===== config.mk =====
export PLATFORM = sky130hd
export DESIGN_NAME = number_spawn_ctrl
export DESIGN_NICKNAME = d
export VERILOG_FILES = /design/src/rtl/number_pkg.sv /design/src/rtl/lfsr8.sv /design/src/rtl/number_spawn_ctrl.sv
export SDC_FILE = /design/constraint.sdc
export NUM_CORES = 1
export LEC_CHECK = 0
export CAP_MARGIN = 30
export CORE_AREA = 2 2 173 175
export CTS_BUF_LIST = sky130_fd_sc_hd__clkbuf_16
export DETAILED_ROUTE_END_ITERATION = 8
export DIE_AREA = 0 0 175 177
export PLACE_DENSITY = 0.62
export SLEW_MARGIN = 0
export SYNTH_ARGS = -nofsm -noshare
export SYNTH_HDL_FRONTEND = slang
export SYNTH_SLANG_ARGS = --single-unit
export TNS_END_PERCENT = 10

===== constraint.sdc =====
create_clock -name clk -period 2.75 [get_ports clk]
set_clock_uncertainty 0.05 [all_clocks]
set_input_delay 0.275 -clock clk [delete_from_list [all_inputs] [get_ports clk]]
set_output_delay 0.275 -clock clk [all_outputs]
set_load 0.005 [all_outputs]

===== src/rtl/number_pkg.sv =====
// rtl/number_pkg.sv - shared state type and playfield constants for the number spawner
package number_pkg;

    typedef enum logic [1:0] {
        ST_IDLE  = 2'd0,
        ST_RUN   = 2'd1,
        ST_SPAWN = 2'd2
    } state_e;

    localparam int NUM_SLOTS              = 4;
    localparam int FIXED_POINT_MULTIPLIER = 64;
    localparam int SPAWN_PERIOD           = 90;
    localparam int SPEED_MAG              = 30;
    localparam int LEFT_START             = -31;
    localparam int RIGHT_START            = 639;
    localparam int LEFT_LIMIT             = -32;
    localparam int RIGHT_LIMIT            = 640;
    localparam int LANE_Y_DEFAULT [0:3]   = '{80, 160, 240, 320};
    localparam logic [7:0] LFSR_SEED      = 8'hA5;

endpackage


===== src/rtl/lfsr8.sv =====
// rtl/lfsr8.sv - 8-bit Fibonacci LFSR, x^8+x^6+x^5+x^4+1, advanced by step
module lfsr8 (
    input  logic       clk,
    input  logic       reset,
    input  logic       step,
    output logic [7:0] value
);
    import number_pkg::*;

    logic [7:0] lfsr_q;
    logic [7:0] lfsr_d;

    always_comb begin
        lfsr_d = lfsr_q;
        if (step) begin
            lfsr_d = {lfsr_q[6:0], lfsr_q[7] ^ lfsr_q[5] ^ lfsr_q[4] ^ lfsr_q[3]};
        end
    end

    always_ff @(posedge clk) begin
        if (reset) begin
            lfsr_q <= LFSR_SEED;
        end else begin
            lfsr_q <= lfsr_d;
        end
    end

    assign value = lfsr_q;

endmodule


===== src/rtl/number_spawn_ctrl.sv =====
// rtl/number_spawn_ctrl.sv - periodic spawner, catch reporter and despawner for number-mover slots
module number_spawn_ctrl #(
    parameter int NUM_SLOTS    = number_pkg::NUM_SLOTS,
    parameter int SPAWN_PERIOD = number_pkg::SPAWN_PERIOD,
    parameter int SPEED_MAG    = number_pkg::SPEED_MAG,
    parameter int LEFT_START   = number_pkg::LEFT_START,
    parameter int RIGHT_START  = number_pkg::RIGHT_START,
    parameter int LEFT_LIMIT   = number_pkg::LEFT_LIMIT,
    parameter int RIGHT_LIMIT  = number_pkg::RIGHT_LIMIT,
    parameter int LANE_Y [0:3] = number_pkg::LANE_Y_DEFAULT
) (
    input  logic                  clk,
    input  logic                  reset,
    input  logic                  startOfFrame,
    input  logic                  enable,
    input  logic signed [10:0]    slot_topLeftX [NUM_SLOTS],
    input  logic [NUM_SLOTS-1:0]  slot_collision,
    output logic [NUM_SLOTS-1:0]  slot_load,
    output logic signed [31:0]    slot_x_speed [NUM_SLOTS],
    output logic signed [31:0]    slot_init_x [NUM_SLOTS],
    output logic signed [31:0]    slot_init_y [NUM_SLOTS],
    output logic [NUM_SLOTS-1:0]  slot_active,
    output logic                  caught_pulse,
    output logic [1:0]            caught_slot
);
    import number_pkg::*;

    localparam int CNT_W = $clog2(SPAWN_PERIOD + 1);

    state_e               state_q, state_d;
    logic [CNT_W-1:0]     frame_cnt_q, frame_cnt_d;
    logic                 pending_q, pending_d;
    logic [NUM_SLOTS-1:0] active_q, active_d;
    logic [NUM_SLOTS-1:0] load_q, load_d;
    logic [NUM_SLOTS-1:0] load_dly_q, load_dly_d;
    logic [NUM_SLOTS-1:0] catch_pend_q, catch_pend_d;
    logic signed [31:0]   x_speed_q [NUM_SLOTS];
    logic signed [31:0]   x_speed_d [NUM_SLOTS];
    logic signed [31:0]   init_x_q [NUM_SLOTS];
    logic signed [31:0]   init_x_d [NUM_SLOTS];
    logic signed [31:0]   init_y_q [NUM_SLOTS];
    logic signed [31:0]   init_y_d [NUM_SLOTS];
    logic                 caught_pulse_q, caught_pulse_d;
    logic [1:0]           caught_slot_q, caught_slot_d;

    logic [7:0]           lfsr_value;
    logic [1:0]           spawn_lane;
    logic                 spawn_dir;
    logic                 spawn_found;
    logic                 catch_found;
    logic                 unused_lfsr_bits;

    lfsr8 u_lfsr (
        .clk   (clk),
        .reset (reset),
        .step  (startOfFrame),
        .value (lfsr_value)
    );

    assign spawn_lane       = lfsr_value[1:0];
    assign spawn_dir        = lfsr_value[2];
    assign unused_lfsr_bits = ^lfsr_value[7:3];

    always_comb begin
        state_d        = state_q;
        frame_cnt_d    = frame_cnt_q;
        pending_d      = pending_q;
        active_d       = active_q;
        load_d         = '0;
        load_dly_d     = load_q;
        catch_pend_d   = catch_pend_q;
        x_speed_d      = x_speed_q;
        init_x_d       = init_x_q;
        init_y_d       = init_y_q;
        caught_pulse_d = 1'b0;
        caught_slot_d  = caught_slot_q;
        spawn_found    = 1'b0;
        catch_found    = 1'b0;

        // Bounds are ignored around a load because the mover still shows its old X.
        for (int i = 0; i < NUM_SLOTS; i++) begin
            if (active_q[i]) begin
                if (slot_collision[i]) begin
                    active_d[i]     = 1'b0;
                    catch_pend_d[i] = 1'b1;
                end else if (!load_q[i] && !load_dly_q[i] &&
                             ((int'(slot_topLeftX[i]) < LEFT_LIMIT) ||
                              (int'(slot_topLeftX[i]) > RIGHT_LIMIT))) begin
                    active_d[i] = 1'b0;
                end
            end
        end

        for (int i = 0; i < NUM_SLOTS; i++) begin
            if (!catch_found && catch_pend_d[i]) begin
                catch_found     = 1'b1;
                caught_pulse_d  = 1'b1;
                caught_slot_d   = 2'(i);
                catch_pend_d[i] = 1'b0;
            end
        end

        case (state_q)
            ST_IDLE: begin
                if (enable) begin
                    state_d = ST_RUN;
                end
            end
            ST_RUN: begin
                if (pending_q && !(&active_q)) begin
                    state_d = ST_SPAWN;
                end
            end
            ST_SPAWN: begin
                state_d   = ST_RUN;
                pending_d = 1'b0;
                // Selection uses start-of-cycle activity, so a slot freed this cycle waits.
                for (int i = 0; i < NUM_SLOTS; i++) begin
                    if (!spawn_found && !active_q[i]) begin
                        spawn_found  = 1'b1;
                        load_d[i]    = 1'b1;
                        active_d[i]  = 1'b1;
                        init_x_d[i]  = spawn_dir ? RIGHT_START : LEFT_START;
                        x_speed_d[i] = spawn_dir ? -SPEED_MAG : SPEED_MAG;
                        init_y_d[i]  = LANE_Y[spawn_lane];
                    end
                end
            end
            default: state_d = ST_IDLE;
        endcase

        if ((state_q != ST_IDLE) && startOfFrame) begin
            if (frame_cnt_q == CNT_W'(SPAWN_PERIOD - 1)) begin
                frame_cnt_d = '0;
                pending_d   = 1'b1;
            end else begin
                frame_cnt_d = frame_cnt_q + CNT_W'(1);
            end
        end

        if (!enable) begin
            state_d        = ST_IDLE;
            frame_cnt_d    = '0;
            pending_d      = 1'b0;
            active_d       = '0;
            load_d         = '0;
            load_dly_d     = '0;
            catch_pend_d   = '0;
            x_speed_d      = '{default: '0};
            init_x_d       = '{default: '0};
            init_y_d       = '{default: '0};
            caught_pulse_d = 1'b0;
            caught_slot_d  = '0;
        end
    end

    always_ff @(posedge clk) begin
        if (reset) begin
            state_q        <= ST_IDLE;
            frame_cnt_q    <= '0;
            pending_q      <= 1'b0;
            active_q       <= '0;
            load_q         <= '0;
            load_dly_q     <= '0;
            catch_pend_q   <= '0;
            x_speed_q      <= '{default: '0};
            init_x_q       <= '{default: '0};
            init_y_q       <= '{default: '0};
            caught_pulse_q <= 1'b0;
            caught_slot_q  <= '0;
        end else begin
            state_q        <= state_d;
            frame_cnt_q    <= frame_cnt_d;
            pending_q      <= pending_d;
            active_q       <= active_d;
            load_q         <= load_d;
            load_dly_q     <= load_dly_d;
            catch_pend_q   <= catch_pend_d;
            x_speed_q      <= x_speed_d;
            init_x_q       <= init_x_d;
            init_y_q       <= init_y_d;
            caught_pulse_q <= caught_pulse_d;
            caught_slot_q  <= caught_slot_d;
        end
    end

    assign slot_load    = load_q;
    assign slot_active  = active_q;
    assign slot_x_speed = x_speed_q;
    assign slot_init_x  = init_x_q;
    assign slot_init_y  = init_y_q;
    assign caught_pulse = caught_pulse_q;
    assign caught_slot  = caught_slot_q;

endmodule


* Yosys cells after proc, flatten, opt, wreduce, memory -nomap -nowiden
Cells that the tools add are included.
Word-level totals: register bits after elaboration 421, bits in latches 0, memory bits (writable) 0, memory bits (read-only) 0, input bits 52, output and inout bits 395, logic and storage cells 151, memories kept 0
Cells by class: add/sub/neg operators 1, multiply operators 0, div/mod/pow operators 0, order comparisons 9, equal/unequal tests 4, shift operators 0, muxes and demuxes 53, bitwise logic cells 7, reductions and logical operators 52
Operators with widths (number):
- 32-bit 2-to-1 mux | 4
- 32-bit binary-select mux with 2-bit select | 1
- 11-bit greater-than comparator (second input constant) | 4
- 11-bit by 6-bit less-than comparator with 1-bit output (second input constant) | 4
- 1-bit 2-to-1 mux | 40
- 1-bit zero test | 18
- 1-bit logical AND | 16
- 3-bit OR reduction | 4
- 2-bit 2-to-1 mux | 5
- 2-bit AND reduction | 4
- 7-bit by 1-bit adder with 7-bit output (second input constant) | 1
- 7-bit == test (second input constant) | 1
- 7-bit 2-to-1 mux | 1
- 1-bit logical OR | 4
- 4-bit 2-to-1 mux | 1
- 2-bit one-hot mux with 2 select lines | 1
- 4-bit AND reduction | 1
- 4-bit nonzero test | 1
- 2-bit OR reduction | 2
- 3-bit greater-or-equal comparator (second input constant) | 1
- 1-bit NOT | 3
- 2-bit NOT with 3-bit output | 1
- 1-bit bitwise XOR | 3
- 2-bit by 1-bit == test with 1-bit output (second input constant) | 1
- 4 further kinds | 4

* Depth between registers and ports, before layout
Gate-level depths: netlist of the first run.
depth after elaboration 14, mapped depth 6, depth with buffers taken out 6

* By module
From an unflattened synthesis of the first run, not the netlist that was laid out.
Second synthesis, totals: cell total of the unflattened synthesis 634, area total of the unflattened synthesis 5257.5 um2
By module, submodules not included:
- number_spawn_ctrl | times used 1, cells an instance 605, area an instance 4954.8 um2, seq. area each 1121.1 um2
- lfsr8 | times used 1, cells an instance 29, area an instance 302.8 um2, seq. area each 160.2 um2

* Least setup slack after synthesis of the first run
Ideal clock, no wire load.
path kind register -> register, from register active_q[0] (netlist: slot_active[0]), to register init_x_q, in the netlist slot_init_x[4], library setup time 0.128 ns, arrival 1.217 ns, data required time 2.572 ns, slack 1.355 ns, cell stages (with the launch flop) 6, buffers on the path 1, clock period less this slack 1.395 ns, cell sequence dfxtp_1 > nand4b_2 > nor3b_2 > buf_6 > mux2i_1 > nor2_1
Between the ends: word-level cells in the longest chain between the ends 13
Ends and longest elaborated chain:
- from (decl) | RTL line number_spawn_ctrl.sv:33 | logic [NUM_SLOTS-1:0] active_q, active_d;
- from (signal assigned) | RTL line number_spawn_ctrl.sv:175 | active_q <= active_d;
- 1-bit 2-to-1 mux (*) | RTL line number_spawn_ctrl.sv:119 | if (!spawn_found && !active_q[i]) begin
- 1-bit 2-to-1 mux (*) | RTL line number_spawn_ctrl.sv:103 | case (state_q)
- 1-bit zero test | RTL line number_spawn_ctrl.sv:119
- 1-bit logical AND | RTL line number_spawn_ctrl.sv:119
- 1-bit 2-to-1 mux (*) | RTL line number_spawn_ctrl.sv:119
- 1-bit 2-to-1 mux (*) | RTL line number_spawn_ctrl.sv:103
- 1-bit zero test | RTL line number_spawn_ctrl.sv:119
- 1-bit logical AND | RTL line number_spawn_ctrl.sv:119
- 1-bit 2-to-1 mux (*) | RTL line number_spawn_ctrl.sv:119
- 1-bit 2-to-1 mux (*) | RTL line number_spawn_ctrl.sv:103
- 1-bit zero test (*) | RTL line number_spawn_ctrl.sv:119
- 1-bit logical AND (*) | RTL line number_spawn_ctrl.sv:119
- 2-bit AND reduction (no source line) (*)
- to (signal assigned) | RTL line number_spawn_ctrl.sv:180 | init_x_q <= init_x_d;
- to (decl) | RTL line number_spawn_ctrl.sv:39 | logic signed [31:0] init_x_q [NUM_SLOTS];
Mark *: on every way between the ends. The rest lies on a longest branch, timed or not. The select of a mux whose other input is x is not followed. A chain may end at the register's enable or synchronous reset.

==> out/summary.log, run 1 <==
qor: clocking.worst_skew_pair.late_latency 330 ps
qor: timing.achievable-frequency 454 MHz
qor: final_layout.final_cell_area 0.00716 mm2
qor: global_routing.globalRoute.busiestLayer met2
qor: power_and_ir_drop.comb_power_share 9.1%
qor: clocking.clk_pin_slew 60 ps
qor: worst_setup_path.worst_ep_required_time 2420 ps
qor: clocking.tritoncts_num_sinks 64
qor: status.outcome completed
qor: min_path.critical_hold_path_startpoint slot_init_y[104]
qor: min_path.min_path_type register to register
qor: final_layout.flow.area_growth_from_synthesis 36.6%
qor: worst_setup_path.worst-path-max-fanout 28
qor: placement.detailed_place.area 0.00685 mm2
qor: floorplanning.core_area 0.0292 mm2
qor: worst_setup_path.setup.reg_to_reg.worst_slack 1000 ps
qor: placement.gp_congestion 0.664
qor: clocking.ctsLongestPathBuffers 2
qor: timing.timing.final.max_slew_violations 0
qor: floorplanning.die_area 0.0310 mm2
qor: worst_setup_path.critical_path.top_delay_family flip-flops
qor: timing.totalNegativeSetupSlack 0 ps
qor: worst_setup_path.critical_path_class register to primary output
qor: routing.drt_pass1_iterations 4
qor: global_routing.grt_pass1_vias 2893
qor: final_layout.drive_gt1_share 4.76%
qor: placement.place_hpwl 10400 um
qor: power_and_ir_drop.power-per-cell-area 332 mW/mm2
qor: routing.via_count 3602
qor: timing.max_slew_margin 42.4%
qor: worst_setup_path.crit-reg2reg-capture slot_init_x[62]
qor: logic_synthesis.synth_cell_types 42
qor: timing.timing.final.crit_period 2200 ps
qor: floorplanning.floorplan.io_pins 447
qor: floorplanning.die_w 175 um
qor: floorplanning.std_cell_rows 63
qor: power_and_ir_drop.clockPowerShare 50.9%
qor: min_path.holdPathStages 2
qor: global_routing.overall_fraction_of_global_route_tracks_in_use 7.37%
qor: routing.drtAntennaViolNets 0
qor: routing.drt_iter0_drcs 114
qor: logic_synthesis.dominant_cell_type_by_area_after_synthesis buf_4
qor: logic_synthesis.count_of_mapped_cells_out_of_synthesis 631
qor: logic_synthesis.synth_area_per_cell 8.31 um2
qor: timing.rsz_0062_raised_after_global_routing no
qor: final_layout.layout.nets 790
qor: flow_run.cap_violations 0
qor: logic_synthesis.synthDominantCellAreaShare 51.1%
qor: clocking.postCtsSetupBuffers 0
qor: worst_setup_path.endpoint_kind primary output
qor: routing.routed_wire_length_per_instance 11.5 um
qor: power_and_ir_drop.ir_drop 0.000233 V
qor: timing.final_hold_viol_count 0
qor: worst_setup_path.critPathArrivalTime 1880 ps
qor: global_routing.met1_usage_grt 8.65%
qor: placement.io_buffers 334
qor: clocking.clock_tree_from_tritoncts built
qor: worst_setup_path.crit_path_start_kind register
qor: clocking.cts-resized-gates 0
qor: final_layout.fill_cell_count 3181
qor: logic_synthesis.synth_top_cells_by_area buf_4, dfxtp_1, mux2i_1
qor: min_path.hold-path-endpoint slot_init_y[104]
qor: timing.timing.final.setup_violations 0
qor: logic_synthesis.yosys_warnings 0
qor: global_routing.grt_pass1_wl 17300 um
qor: power_and_ir_drop.leakagePower 2.71 nW
qor: routing.totalWireLength 12900 um
qor: global_routing.overflow_left_after_global_routing 0
qor: worst_setup_path.slowest_stage dfxtp_1
qor: clocking.cts-htree-levels 3
qor: worst_setup_path.ff2ff_path_depth 4
qor: worst_setup_path.crit_path_max_incr_delay 880 ps
qor: floorplanning.initial_utilization 17.9%
qor: worst_setup_path.crit_reg_reg_startpoint slot_active[0]
qor: logic_synthesis.synth_sequential_area_ratio 24.4%
qor: global_routing.use_met3 2.53%
qor: final_layout.num_antenna_cells 0
qor: timing.finalCritPeriodShare 80.0%
qor: global_routing.grt_antenna_before_repair 0
qor: power_and_ir_drop.swShare 23.3%
qor: power_and_ir_drop.power.switching 552 uW
qor: power_and_ir_drop.seq_power_share 40.1%
qor: power_and_ir_drop.cellInternalPower 1.82 mW
qor: timing.slew_at_the_pin_closest_to_its_max_slew_limit 863 ps
qor: worst_setup_path.crit_chain clkdlybuf4s50_1
qor: routing.detail_route.vias_per_cell 3.20
qor: routing.post-route-drc-count 0
qor: global_routing.grt_max_degree 33
qor: clocking.postCtsHoldBufs 0
qor: worst_setup_path.worst-path-buf-inv 1
qor: logic_synthesis.cell_area_after_synthesis 0.00524 mm2
qor: global_routing.met2_layer_usage_reported_by_global_route 12.7%
qor: floorplanning.die_h 177 um
qor: logic_synthesis.synth.ff_latch_count 64
qor: clocking.root_driver clkbuf_16
qor: clocking.tritoncts.num_buffers 9
[worst min-delay path: cells and delay by family (launching register included)]
kind | cells | cell delay, ps
DFF | 1 | 310
and+or+nand+nor | 1 | 50
AOI/OAI and AO/OA | 1 | 50
[power by group through the flow]
stage | Combinational, mW | Clock [mW] | Sequential (mW)
after detailed placement | 0.215 | 0 | 0.972
after global routing | 0.242 | 1.28 | 0.954
after floorplan | 0.217 | 0 | 0.968
final | 0.215 | 1.21 | 0.952
after CTS | 0.215 | 1.24 | 0.952
after global placement | 0.214 | 0 | 0.972
[area by class of cell]
class / count / area, um2 / share of cell area [%]
Inverter: 10 / 37.5 / 0.524
Multi-Input combinational cell: 301 / 1610 / 22.5
Sequential cell: 64 / 1280 / 17.9
Tap cell: 390 / 488 / 6.81
Clock buffer: 9 / 225 / 3.14
Timing Repair Buffer: 346 / 3430 / 47.9
Clock inverter: 6 / 85.1 / 1.19
[routing by layer]
metal | wire (um) | part of all wire (%)
met4 | 105 | 0.81
met1 | 5220 | 40
met5 | 0 | 0
met2 | 6400 | 50
met3 | 1200 | 9.2
[synthesized netlist by cell type]
master and instances:
a211oi_1 8, a211oi_2 2, a21o_1 3, a21oi_1 18
a311oi_1 3, a31oi_1 2, a41o_1 3, and2_1 6
and3_1 1, and4_1 3, buf_1 2, buf_2 4
buf_4 357, buf_6 1, clkbuf_1 3, conb_1 1
dfxtp_1 64, ha_1 6, inv_1 10, mux2i_1 16
nand2_1 26, nand2b_1 3, nand4_1 6, nand4b_2 1
nor2_1 40, nor2_2 1, nor2b_1 1, nor3_1 6
nor3b_2 2, nor4_1 5, nor4b_1 1, nor4b_2 1
nor4bb_1 1, o211a_1 1, o211ai_1 2, o21a_1 1
o21ai_0 9, or2_2 1, or3_1 1, or4_1 1
xnor2_1 3, xor2_1 5
[registers in the layout, summed over array words and instances (netlist names)]
register	flops
slot_init_y	16
slot_init_x	12
u_lfsr.value	8
frame_cnt_q	7
load_dly_q	4
slot_active	4
slot_load	4
catch_pend_q	3
caught_slot	2
state_q	2
caught_pulse	1
pending_q	1
[logic make-up (layout without fill, tap and decap cells)]
logic type,Yosys count,after routing,share of synthesized area [%]
buffers and inverters,377,371,52.8
multiplexers,16,16,3.05
other,1,112,0.0715
AND/OR/NAND/NOR,107,107,10.3
adder cells (fa/ha/maj),6,6,1.43
AO/OA/AOI/OAI,52,52,6.56
XOR/XNOR,8,8,1.34
flip-flops,64,64,24.4
[worst max path at each step]
stage,startpoint,endpoint,cells after the start
floorplan,slot_active[0],slot_init_x[4],5
global placement,startOfFrame,frame_cnt_q[6],6
finish,slot_init_x[126],slot_init_x[127],1
detailed placement,startOfFrame,frame_cnt_q[6],6
global route,slot_init_x[126],slot_init_x[127],1
CTS,slot_init_x[126],slot_init_x[127],1
[metrics by stage]
step / util [%] / std cells / hold WS, ps / worst slack, ps / total power, mW
after floorplan: - / 742 / 297 / 1360 / 1.19
after global placement: 23.4 / 1111 / 395 / 756 / 1.19
after detailed placement: 23.4 / 1111 / 401 / 784 / 1.19
after CTS: 24.5 / 1126 / 411 / 479 / 2.41
after global routing: 24.5 / 1126 / 429 / 403 / 2.48
final: 24.5 / 1126 / 413 / 549 / 2.38
[layout by cell type (no fill, tap or decap), types with 2 or more instances in the layout]
cell type and count:
inv_1 10, mux2i_1 16, xor2_1 5, o21ai_0 9
nand2_1 26, clkdlybuf4s50_1 334, conb_1 112, nor3_1 6
ha_1 6, and4_1 3, nand4_1 6, a31oi_1 2
o211ai_1 2, nor2_1 40, a21o_1 3, nor4_1 5
a311oi_1 3, clkbuf_16 9, a41o_1 3, nor3b_2 2
bufinv_16 2, a21oi_1 18, dfxtp_1 64, nand2b_1 2
buf_4 12, a211oi_2 2, and2_1 6, a211oi_1 8
xnor2_1 3
(Power assumes the default switching activity.)
==> inputs of run 2 (changes only) <==
- clock period: 2.75 -> 2.2 ns (I/O delays scaled with it)
==> out/summary.log, run 2 (synthesis results as in run 1) <==
qor: status.outcome completed
qor: routing.totalWireLength 13100 um [+1.6%]
qor: worst_setup_path.crit_path_start_kind register
qor: worst_setup_path.worst_ep_required_time 1930 ps [-490 ps]
qor: final_layout.top_library_cells_by_usage_in_the_layout_fill_and_taps_aside clkdlybuf4s50_1, conb_1, dfxtp_1
qor: floorplanning.floorplan.io_pins 447 [unchanged]
qor: floorplanning.die_h 177 um [unchanged]
qor: worst_setup_path.critPathArrivalTime 1720 ps [-160 ps]
qor: worst_setup_path.worst-path-max-fanout 15 [-46%]
qor: worst_setup_path.endpoint_kind primary output
qor: routing.post-route-drc-count 0 [unchanged]
qor: power_and_ir_drop.comb_power_share 9.4% [+0.3 points]
qor: floorplanning.core_area 0.0292 mm2 [unchanged]
qor: global_routing.grt_pass1_wl 17400 um [+0.92%]
qor: timing.timing.final.max_slew_violations 0 [unchanged]
qor: floorplanning.std_cell_rows 63 [unchanged]
qor: timing.finalCritPeriodShare 90.4%
qor: power_and_ir_drop.ir_drop 0.000281 V [+21%]
qor: timing.setup_slack 212 ps [-337 ps]
qor: power_and_ir_drop.cellInternalPower 2.15 mW [+18%]
qor: clocking.postCtsHoldBufs 0 [unchanged]
qor: timing.hold-worst-slack 409 ps [-4.32 ps]
qor: timing.timing.final.crit_period 1990 ps
qor: routing.detail_route.vias_per_cell 3.17 [-0.86%]
qor: clocking.cts-resized-gates 0 [unchanged]
qor: global_routing.overall_fraction_of_global_route_tracks_in_use 7.39% [+0.025 points]
qor: power_and_ir_drop.leakagePower 2.73 nW [+0.84%]
qor: clocking.cts-htree-levels 3 [unchanged]
qor: power_and_ir_drop.power-per-cell-area 393 mW/mm2 [+19%]
qor: clocking.worst_skew_pair.late_latency 330 ps [about the same]
qor: final_layout.num_antenna_cells 0 [unchanged]
qor: final_layout.flow.area_growth_from_synthesis 36.8%
qor: floorplanning.initial_utilization 17.9% [unchanged]
qor: placement.place_hpwl 10600 um [+1.6%]
qor: timing.rsz_0062_raised_after_global_routing no
qor: clocking.clk_pin_slew 60 ps [about the same]
qor: final_layout.layout.nets 795 [+0.63%]
qor: timing.timing.final.setup_violations 0 [unchanged]
qor: power_and_ir_drop.swShare 23.7% [+0.40 points]
qor: routing.via_count 3590 [-0.33%]
qor: final_layout.fill_cell_count 3123 [-1.8%]
qor: routing.drtAntennaViolNets 0 [unchanged]
qor: worst_setup_path.critical_path_class register to primary output
qor: final_layout.area_occupied_by_multi_input_gates 0.00161 mm2 [unchanged]
qor: worst_setup_path.crit_chain buf_4 -> clkdlybuf4s50_1
qor: power_and_ir_drop.power.switching 668 uW [+21%]
qor: routing.routed_wire_length_per_instance 11.6 um [+1.0%]
qor: clocking.ctsLongestPathBuffers 2 [unchanged]
qor: global_routing.overflow_left_after_global_routing 0 [unchanged]
qor: floorplanning.die_area 0.0310 mm2 [unchanged]
qor: flow_run.cap_violations 0 [unchanged]
qor: clocking.tritoncts.num_buffers 9 [unchanged]
qor: clocking.tritoncts_num_sinks 64 [unchanged]
qor: floorplanning.die_w 175 um [unchanged]
qor: power_and_ir_drop.seq_power_share 42.2% [+2.1 points]
qor: global_routing.grt_pass1_vias 2910 [+0.59%]
qor: global_routing.grt_antenna_before_repair 0 [unchanged]
qor: final_layout.sequential_cell_area 0.00128 mm2 [unchanged]
qor: power_and_ir_drop.clockPowerShare 48.4% [-2.5 points]
qor: placement.dp_worst_setup_slack 396 ps [-388 ps]
qor: final_layout.largest_register_ffs 16 [unchanged]
qor: clocking.postCtsSetupBuffers 0 [unchanged]
qor: timing.achievable-frequency 503 MHz
qor: clocking.root_driver clkbuf_16
qor: final_layout.drive_gt1_share 4.99% [+0.23 points]
qor: placement.gp_congestion 0.693 [+4.2%]
qor: worst_setup_path.crit_path_max_incr_delay 590 ps [-290 ps]
qor: clocking.clock_tree_from_tritoncts built
qor: global_routing.grt_max_degree 33 [unchanged]
qor: timing.final_hold_viol_count 0 [unchanged]
qor: min_path.min_path_type register to register
qor: routing.drt_iter0_drcs 101 [-11%]
qor: placement.io_buffers 334 [unchanged]
qor: routing.drt_pass1_iterations 4 [unchanged]
qor: timing.totalNegativeSetupSlack 0 ps [unchanged]
qor: worst_setup_path.slowest_stage dfxtp_1
qor: final_layout.most_common_cell_after_layout_fill_and_taps_aside clkdlybuf4s50_1
run 2: layout make-up:
| cell class | instances | area share, % |
|---|---|---|
| inverter | 10 | 0.523 |
| multi-input combinational | 301 | 22.5 |
| timing repair buffer | 351 | 48.4 |
| sequential | 64 | 17.9 |
| clock inverter | 7 | 0.785 |
| clock buffer | 9 | 3.14 |
| tap | 390 | 6.80 |
run 2: final timing paths:
check	endpoint	start	cells after the start	slack, ps
max	slot_init_x[92]	slot_init_x[94]	2	210
min	slot_init_y[104]	slot_init_y[104]	2	410
max reg2reg	slot_init_x[4]	slot_active[1]	5	530
min reg2reg	slot_init_y[104]	slot_init_y[104]	2	410
run 2: per-layer routing:
metal | track usage (%) | wire [um] | share of wire (%)
met5 | 0 | 0 | 0
met4 | 2.05 | 89 | 0.68
met3 | 2.41 | 1110 | 8.5
met2 | 12.9 | 6560 | 50
met1 | 8.67 | 5360 | 41
run 2: critical path, delay by kind of cell, from the launching register on:
kind / cells / cell delay, ps
flops: 1 / 590
buf+inv: 2 / 800
run 2: power by group through the flow:
stage | sequential [mW] | clock [mW] | combinational [mW]
floorplan | 1.21 | 0 | 0.272
global placement | 1.21 | 0 | 0.265
detailed placement | 1.22 | 0 | 0.266
CTS | 1.19 | 1.42 | 0.268
global route | 1.19 | 1.46 | 0.302
finish | 1.19 | 1.37 | 0.265
run 2: stage by stage:
stage | total power, mW | cell area (um2) | utilization, % | instances
floorplan | 1.48 | 5660 | - | 742
global placement | 1.48 | 6890 | 23.6 | 1116
detailed placement | 1.48 | 6890 | 23.6 | 1116
CTS | 2.88 | 7170 | 24.5 | 1132
global route | 2.96 | 7170 | 24.5 | 1132
finish | 2.82 | 7170 | 24.5 | 1132
